**src/rtl/trap_csr.sv**
```systemverilog
// Machine-mode trap CSR file: commits trap entry/exit state and services CSR
// read/modify/write instructions. Also runs the mcycle/minstret counters and
// synchronizes the external interrupt line.
module trap_csr #(
  parameter logic [31:0] RESET_MTVEC = 32'h0000_0000,
  parameter int unsigned SYNC_STAGES = 2
) (
  input  logic        clk_i,
  input  logic        rst_i,
  input  logic        ext_irq_i,
  input  logic        csr_en_i,
  input  logic [1:0]  csr_op_i,
  input  logic [11:0] csr_addr_i,
  input  logic [31:0] csr_wdata_i,
  output logic [31:0] csr_rdata_o,
  output logic        csr_illegal_o,
  input  logic        trap_taken_i,
  input  logic        trap_return_i,
  input  logic [4:0]  trap_src_i,
  input  logic [31:0] trap_pc_i,
  input  logic [31:0] trap_val_i,
  input  logic        instret_i,
  output logic [31:0] mtvec_rdata_o,
  output logic [31:0] mepc_rdata_o,
  output logic        external_int_o
);

  localparam logic [11:0] AddrMstatus   = 12'h300;
  localparam logic [11:0] AddrMie       = 12'h304;
  localparam logic [11:0] AddrMtvec     = 12'h305;
  localparam logic [11:0] AddrMscratch  = 12'h340;
  localparam logic [11:0] AddrMepc      = 12'h341;
  localparam logic [11:0] AddrMcause    = 12'h342;
  localparam logic [11:0] AddrMtval     = 12'h343;
  localparam logic [11:0] AddrMip       = 12'h344;
  localparam logic [11:0] AddrMcycle    = 12'hB00;
  localparam logic [11:0] AddrMinstret  = 12'hB02;
  localparam logic [11:0] AddrMcycleh   = 12'hB80;
  localparam logic [11:0] AddrMinstreth = 12'hB82;

  localparam logic [1:0] OpNone = 2'b00;
  localparam logic [1:0] OpRw   = 2'b01;
  localparam logic [1:0] OpRs   = 2'b10;

  logic        mie_q, mie_d;       // mstatus.MIE
  logic        mpie_q, mpie_d;     // mstatus.MPIE
  logic        meie_q, meie_d;     // mie.MEIE
  logic [31:0] mtvec_q, mtvec_d;
  logic [31:0] mscratch_q, mscratch_d;
  logic [31:0] mepc_q, mepc_d;
  logic [31:0] mcause_q, mcause_d;
  logic [31:0] mtval_q, mtval_d;
  logic [63:0] mcycle_q, mcycle_d;
  logic [63:0] minstret_q, minstret_d;
  logic [SYNC_STAGES-1:0] sync_q, sync_d;

  logic        meip;
  logic        addr_ok;
  logic        mip_wr_bad;
  logic        csr_we;
  logic [31:0] new_val;

  assign meip           = sync_q[SYNC_STAGES-1];
  assign external_int_o = meip & meie_q & mie_q;
  assign mtvec_rdata_o  = mtvec_q;
  assign mepc_rdata_o   = mepc_q;
  assign sync_d         = {sync_q[SYNC_STAGES-2:0], ext_irq_i};

  // Read mux: old value of the addressed CSR plus address legality.
  always_comb begin
    csr_rdata_o = 32'h0;
    addr_ok     = 1'b1;
    case (csr_addr_i)
      AddrMstatus:   csr_rdata_o = {19'b0, 2'b11, 3'b0, mpie_q, 3'b0, mie_q, 3'b0};
      AddrMie:       csr_rdata_o = {20'b0, meie_q, 11'b0};
      AddrMtvec:     csr_rdata_o = mtvec_q;
      AddrMscratch:  csr_rdata_o = mscratch_q;
      AddrMepc:      csr_rdata_o = mepc_q;
      AddrMcause:    csr_rdata_o = mcause_q;
      AddrMtval:     csr_rdata_o = mtval_q;
      AddrMip:       csr_rdata_o = {20'b0, meip, 11'b0};
      AddrMcycle:    csr_rdata_o = mcycle_q[31:0];
      AddrMcycleh:   csr_rdata_o = mcycle_q[63:32];
      AddrMinstret:  csr_rdata_o = minstret_q[31:0];
      AddrMinstreth: csr_rdata_o = minstret_q[63:32];
      default:       addr_ok     = 1'b0;
    endcase
  end

  // mip is read-only; a set/clear with a zero mask is a pure read and stays legal.
  assign mip_wr_bad    = (csr_addr_i == AddrMip) &&
                         ((csr_op_i == OpRw) || ((csr_op_i != OpNone) && (csr_wdata_i != 32'h0)));
  assign csr_illegal_o = csr_en_i && (!addr_ok || mip_wr_bad);
  // Any trap activity in the same cycle drops the CSR write.
  assign csr_we        = csr_en_i && (csr_op_i != OpNone) && !csr_illegal_o && !trap_taken_i;

  // Read-modify-write value.
  always_comb begin
    new_val = csr_rdata_o & ~csr_wdata_i;
    if (csr_op_i == OpRw)      new_val = csr_wdata_i;
    else if (csr_op_i == OpRs) new_val = csr_rdata_o | csr_wdata_i;
  end

  // Next-state for architectural CSRs: trap update takes priority over CSR writes.
  always_comb begin
    mie_d      = mie_q;
    mpie_d     = mpie_q;
    meie_d     = meie_q;
    mtvec_d    = mtvec_q;
    mscratch_d = mscratch_q;
    mepc_d     = mepc_q;
    mcause_d   = mcause_q;
    mtval_d    = mtval_q;
    if (trap_taken_i && !trap_return_i) begin
      mepc_d   = {trap_pc_i[31:2], 2'b00};
      mcause_d = {trap_src_i[4], 27'b0, trap_src_i[3:0]};
      mtval_d  = trap_val_i;
      mpie_d   = mie_q;
      mie_d    = 1'b0;
    end else if (trap_taken_i && trap_return_i) begin
      mie_d  = mpie_q;
      mpie_d = 1'b1;
    end else if (csr_we) begin
      case (csr_addr_i)
        AddrMstatus: begin
          mie_d  = new_val[3];
          mpie_d = new_val[7];
        end
        AddrMie:      meie_d     = new_val[11];
        AddrMtvec:    mtvec_d    = {new_val[31:2], 2'b00};
        AddrMscratch: mscratch_d = new_val;
        AddrMepc:     mepc_d     = {new_val[31:2], 2'b00};
        AddrMcause:   mcause_d   = {new_val[31], 27'b0, new_val[3:0]};
        AddrMtval:    mtval_d    = new_val;
        default: ;
      endcase
    end
  end

  // Counter next-state: a write to either half replaces it and skips that counter's increment.
  always_comb begin
    mcycle_d   = mcycle_q + 64'd1;
    minstret_d = minstret_q + {63'd0, instret_i};
    if (csr_we) begin
      case (csr_addr_i)
        AddrMcycle:    mcycle_d   = {mcycle_q[63:32], new_val};
        AddrMcycleh:   mcycle_d   = {new_val, mcycle_q[31:0]};
        AddrMinstret:  minstret_d = {minstret_q[63:32], new_val};
        AddrMinstreth: minstret_d = {new_val, minstret_q[31:0]};
        default: ;
      endcase
    end
  end

  // State registers with asynchronous reset.
  always_ff @(posedge clk_i or posedge rst_i) begin
    if (rst_i) begin
      mie_q      <= 1'b0;
      mpie_q     <= 1'b0;
      meie_q     <= 1'b0;
      mtvec_q    <= {RESET_MTVEC[31:2], 2'b00};
      mscratch_q <= 32'h0;
      mepc_q     <= 32'h0;
      mcause_q   <= 32'h0;
      mtval_q    <= 32'h0;
      mcycle_q   <= 64'h0;
      minstret_q <= 64'h0;
      sync_q     <= '0;
    end else begin
      mie_q      <= mie_d;
      mpie_q     <= mpie_d;
      meie_q     <= meie_d;
      mtvec_q    <= mtvec_d;
      mscratch_q <= mscratch_d;
      mepc_q     <= mepc_d;
      mcause_q   <= mcause_d;
      mtval_q    <= mtval_d;
      mcycle_q   <= mcycle_d;
      minstret_q <= minstret_d;
      sync_q     <= sync_d;
    end
  end

endmodule

```
**config.mk**
```make
export PLATFORM = sky130hd
export DESIGN_NAME = trap_csr
export DESIGN_NICKNAME = d
export VERILOG_FILES = /design/src/rtl/trap_csr.sv
export SDC_FILE = /design/constraint.sdc
export NUM_CORES = 1
export LEC_CHECK = 0
export CELL_PAD_IN_SITES_DETAIL_PLACEMENT = 1
export CELL_PAD_IN_SITES_GLOBAL_PLACEMENT = 2
export CORE_UTILIZATION = 38
export CTS_BUF_LIST = sky130_fd_sc_hd__clkbuf_8
export DETAILED_ROUTE_END_ITERATION = 10
export PLACE_DENSITY = 0.93
export SLEW_MARGIN = 20
export SYNTH_ARGS = -nofsm -noshare
export SYNTH_HDL_FRONTEND = slang
export SYNTH_SLANG_ARGS = --single-unit
```
**constraint.sdc**
```tcl
create_clock -name clk_i -period 19.5 [get_ports clk_i]
set_input_delay 3.9 -clock clk_i [delete_from_list [all_inputs] [get_ports clk_i]]
set_output_delay 3.9 -clock clk_i [all_outputs]
set_load 0.01 [all_outputs]
```
==> reports/results.md <==
| Result | Reported |
| --- | --- |
| Post-cts gate resize count | 0 |
| CTS clock-pin slew for the worst setup and hold paths | 0.05 ns |
| Fin crit period | 12.14 ns |
| Endpoint of the most critical register-to-register path | minstret_q[54] |
| Maximum clock rate | 0.0824 GHz |
| Layout cell share with drive strength beyond 1 | 10.8% |
| CP startpoint kind | input pin |
| Clock tree from TritonCTS | yes |
| End point of the most critical hold path | sync_q[1] |
| DP Area | 19100 um^2 |
| Critical path capture point type | output pin |
| Max-capacitance violation count | 0 |
| Final #Nets | 2164 |
| RSZ-0062 raised after global routing | false |
| Placed Instances | 2570 |
| Level count of the clock H-tree | 2 |
| # fillers | 5019 |
| Setup total negative slack | 0 ns |
| Count of hold buffers inserted by post-cts repair | 0 |
| Starting Density | 38.6% |
| Mapped Cells | 1885 |
| Clock latency of the later-clocked register in the worst-skew pair | 0.67 ns |
| All-layer global routing usage | 38.6% |
| Most frequent standard cell in the layout excluding fill and tap cells | dfrtp_1 |
| Number of sinks driven by the clock tree | 262 |
| Reg-to-reg slack, setup | 16.11 ns |
| Normalized max-slew margin | 22.1% |
| Die ar. | 44800 um^2 |
| Maximum fanout encountered on the critical timing path | 16 |
| Post-Route Hold Slack | 0.355 ns |
| Final total power | 0.00145 W |
| Number of enable flip-flop cells after synthesis | 0 |
| Total non-filler cell area in the finished layout | 20200 um^2 |
| FFs w/ async S/R, synth | 100% |
| Number of slew-limit violations in the final report | 0 |
| IO Count | 220 |
| Global-route congestion overflow total | 0 |
| Number of I/O port buffers | 213 |
| Initial antenna violation count | 2 |
| Cell area after synthesis | 16700 um^2 |
| Min-delay worst type | reg -> reg |
| Clock Skew | 0.0357 ns |
| Transition time at the pin with the least slew margin | 1.16 ns |
| Routed length per instance | 32.6 um |
| Number of design-rule violations left by the first detailed-router iteration | 1988 |
| Depth of the worst register-to-register path | 10 |
| Most frequent cells in the layout | 262 x dfrtp_1, 210 x clkdlybuf4s50_1, 201 x nand2_1 |
| Count of state elements after synthesis | 262 |
| Number of routed nets with antenna violations | 0 |
| Final Hold Fails | 0 |
| Number of buffers created by CTS | 50 |
| Data arrival time of the critical path | 8.24 ns |
| Area Overhead vs Synth | 21.0% |
| Synth Flop Type | dfrtp_1 |
| Count of unique library cells instantiated by Yosys | 112 |
| Global-route wire length before repair | 126000 um |
| Total DRC errors in the routed layout | 0 |
| Number of global-route vias before repair | 18200 |
| Number of placement rows | 76 |
| Static Leak | 7.93 nW |
| Type of the worst setup path | in -> out |
| Worst hold stages | 0 |
| Final critical-path share of the clock period | 62.2% |
| Average footprint of a synthesized cell | 8.87 um^2 |
| Beginning of the worst hold path | sync_q[0] |
| Number of setup violations in the final report | 0 |
| Number of synthesis warnings | 0 |
| Cell Pwr Density | 71.6 nW/um^2 |
| Buffer depth of the longest clock path | 3 |
| Status | complete, no violations |
| Critical Path RT | 15.60 ns |
| Sequential cell area fraction in the yosys report | 39.2% |
| Die width | 212 um |
| Detailed-router iteration count before antenna repair | 5 |
| Routed vias | 18300 |
| Half-perimeter wire length after detailed placement | 61400 um |
| DRT Wirelength | 86800 um |
| CTS Root Buffer Type | clkbuf_8 |
| Max rail drop VDD | 0.0696 mV |
| Final weighted congestion in routability-driven placement | 0.978 |
| Core Box Area | 43300 um^2 |
| Critical register-to-register path startpoint | minstret_q[0] |
| Number of setup buffers added after CTS | 0 |
| Maximum number of pins on one net before global-route repair | 126 |
| Detail-routed via count per cell | 6.88 |
| Height of the chip | 212 um |
| Final Instance Count excl. Fillers | 2665 |
[metal layers]
metal	GRT usage, %	vias up	routed length, um
met2	58.1	1125	38300
met5	0	-	10
met3	9.52	302	8980
met4	23.5	2	5650
li1	-	7564	-
met1	50.0	9347	33800
[cell type report]
type	count	area (um^2)	area share, %
multi-input cells	1453	9390	46.4
repair buffers	249	2410	11.9
diodes	1	2.50	0.0124
inverters	23	93.8	0.464
clock buffers	59	812	4.01
well taps	585	732	3.62
clock inverters	33	235	1.16
flip-flops and latches	262	6560	32.4
[critical path: stages]
cell and delay [ns]:
clkdlybuf4s50_1 1.01, nor4b_4 0.93, nand3_1 0.76, o21ai_0 0.78
a21oi_1 0.10, nand4_1 0.17, clkdlybuf4s50_1 0.57
[logic make-up (layout without fill, tap and decap cells)]
family	count (synthesis)	after routing	synth area share, %
AOI/OAI and AO/OA	724	724	29.4
xor gates and xnor gates	48	48	2.51
adders and majority gates	3	3	0.225
buffers and inverters	173	364	5.19
DFF	262	262	39.2
muxes	41	41	2.57
other	1	5	0.0224
and+or+nand+nor	633	633	20.9
[how the worst max path moves through the flow]
| stage | start | to | slack (ns) |
|---|---|---|---|
| finish | csr_addr_i[1] | csr_rdata_o[10] | 7.36 |
| global route | csr_addr_i[1] | csr_rdata_o[10] | 7.49 |
| CTS | csr_addr_i[1] | csr_rdata_o[10] | 7.69 |
| detailed placement | csr_addr_i[1] | csr_rdata_o[10] | 7.73 |
| global placement | csr_addr_i[1] | csr_rdata_o[10] | 7.73 |
| floorplan | rst_i | mcause_q[0] | 8.39 |
[cell usage after synthesis (40+ instances only)]
cell type  instances  area (um^2)
buf_2             47          235
nand3_1           70          350
dfrtp_1          262         6560
nand2_1          205          769
clkbuf_1          68          255
nand4_1           43          269
nor2_1            83          312
o21ai_0          198          991
nor3_1            43          215
a21oi_1          121          606
a22oi_1          123          923
xnor2_1           40          350
[state kept, by name, summed over array words and instances, names as in the netlist]
register / cells
mcycle_q: 64
minstret_q: 64
mscratch_q: 32
mtval_q: 32
mepc_rdata_o: 30
mtvec_rdata_o: 30
mcause_q: 5
sync_q: 2
meie_q: 1
mie_q: 1
mpie_q: 1
[stage by stage]
step	setup slack [ns]	util (%)
floorplan	8.39	-
global placement	7.73	44.2
detailed placement	7.73	44.2
CTS	7.69	46.6
global route	7.49	46.7
finish	7.36	46.7
[where the power goes]
part,switching [W],internal (W),total [W]
clock network,0.000278,0.000317,0.000595
registers,0.0000553,0.000580,0.000635
logic,0.000130,0.0000879,0.000218
Note: power is estimated with default switching activity, not from simulation.
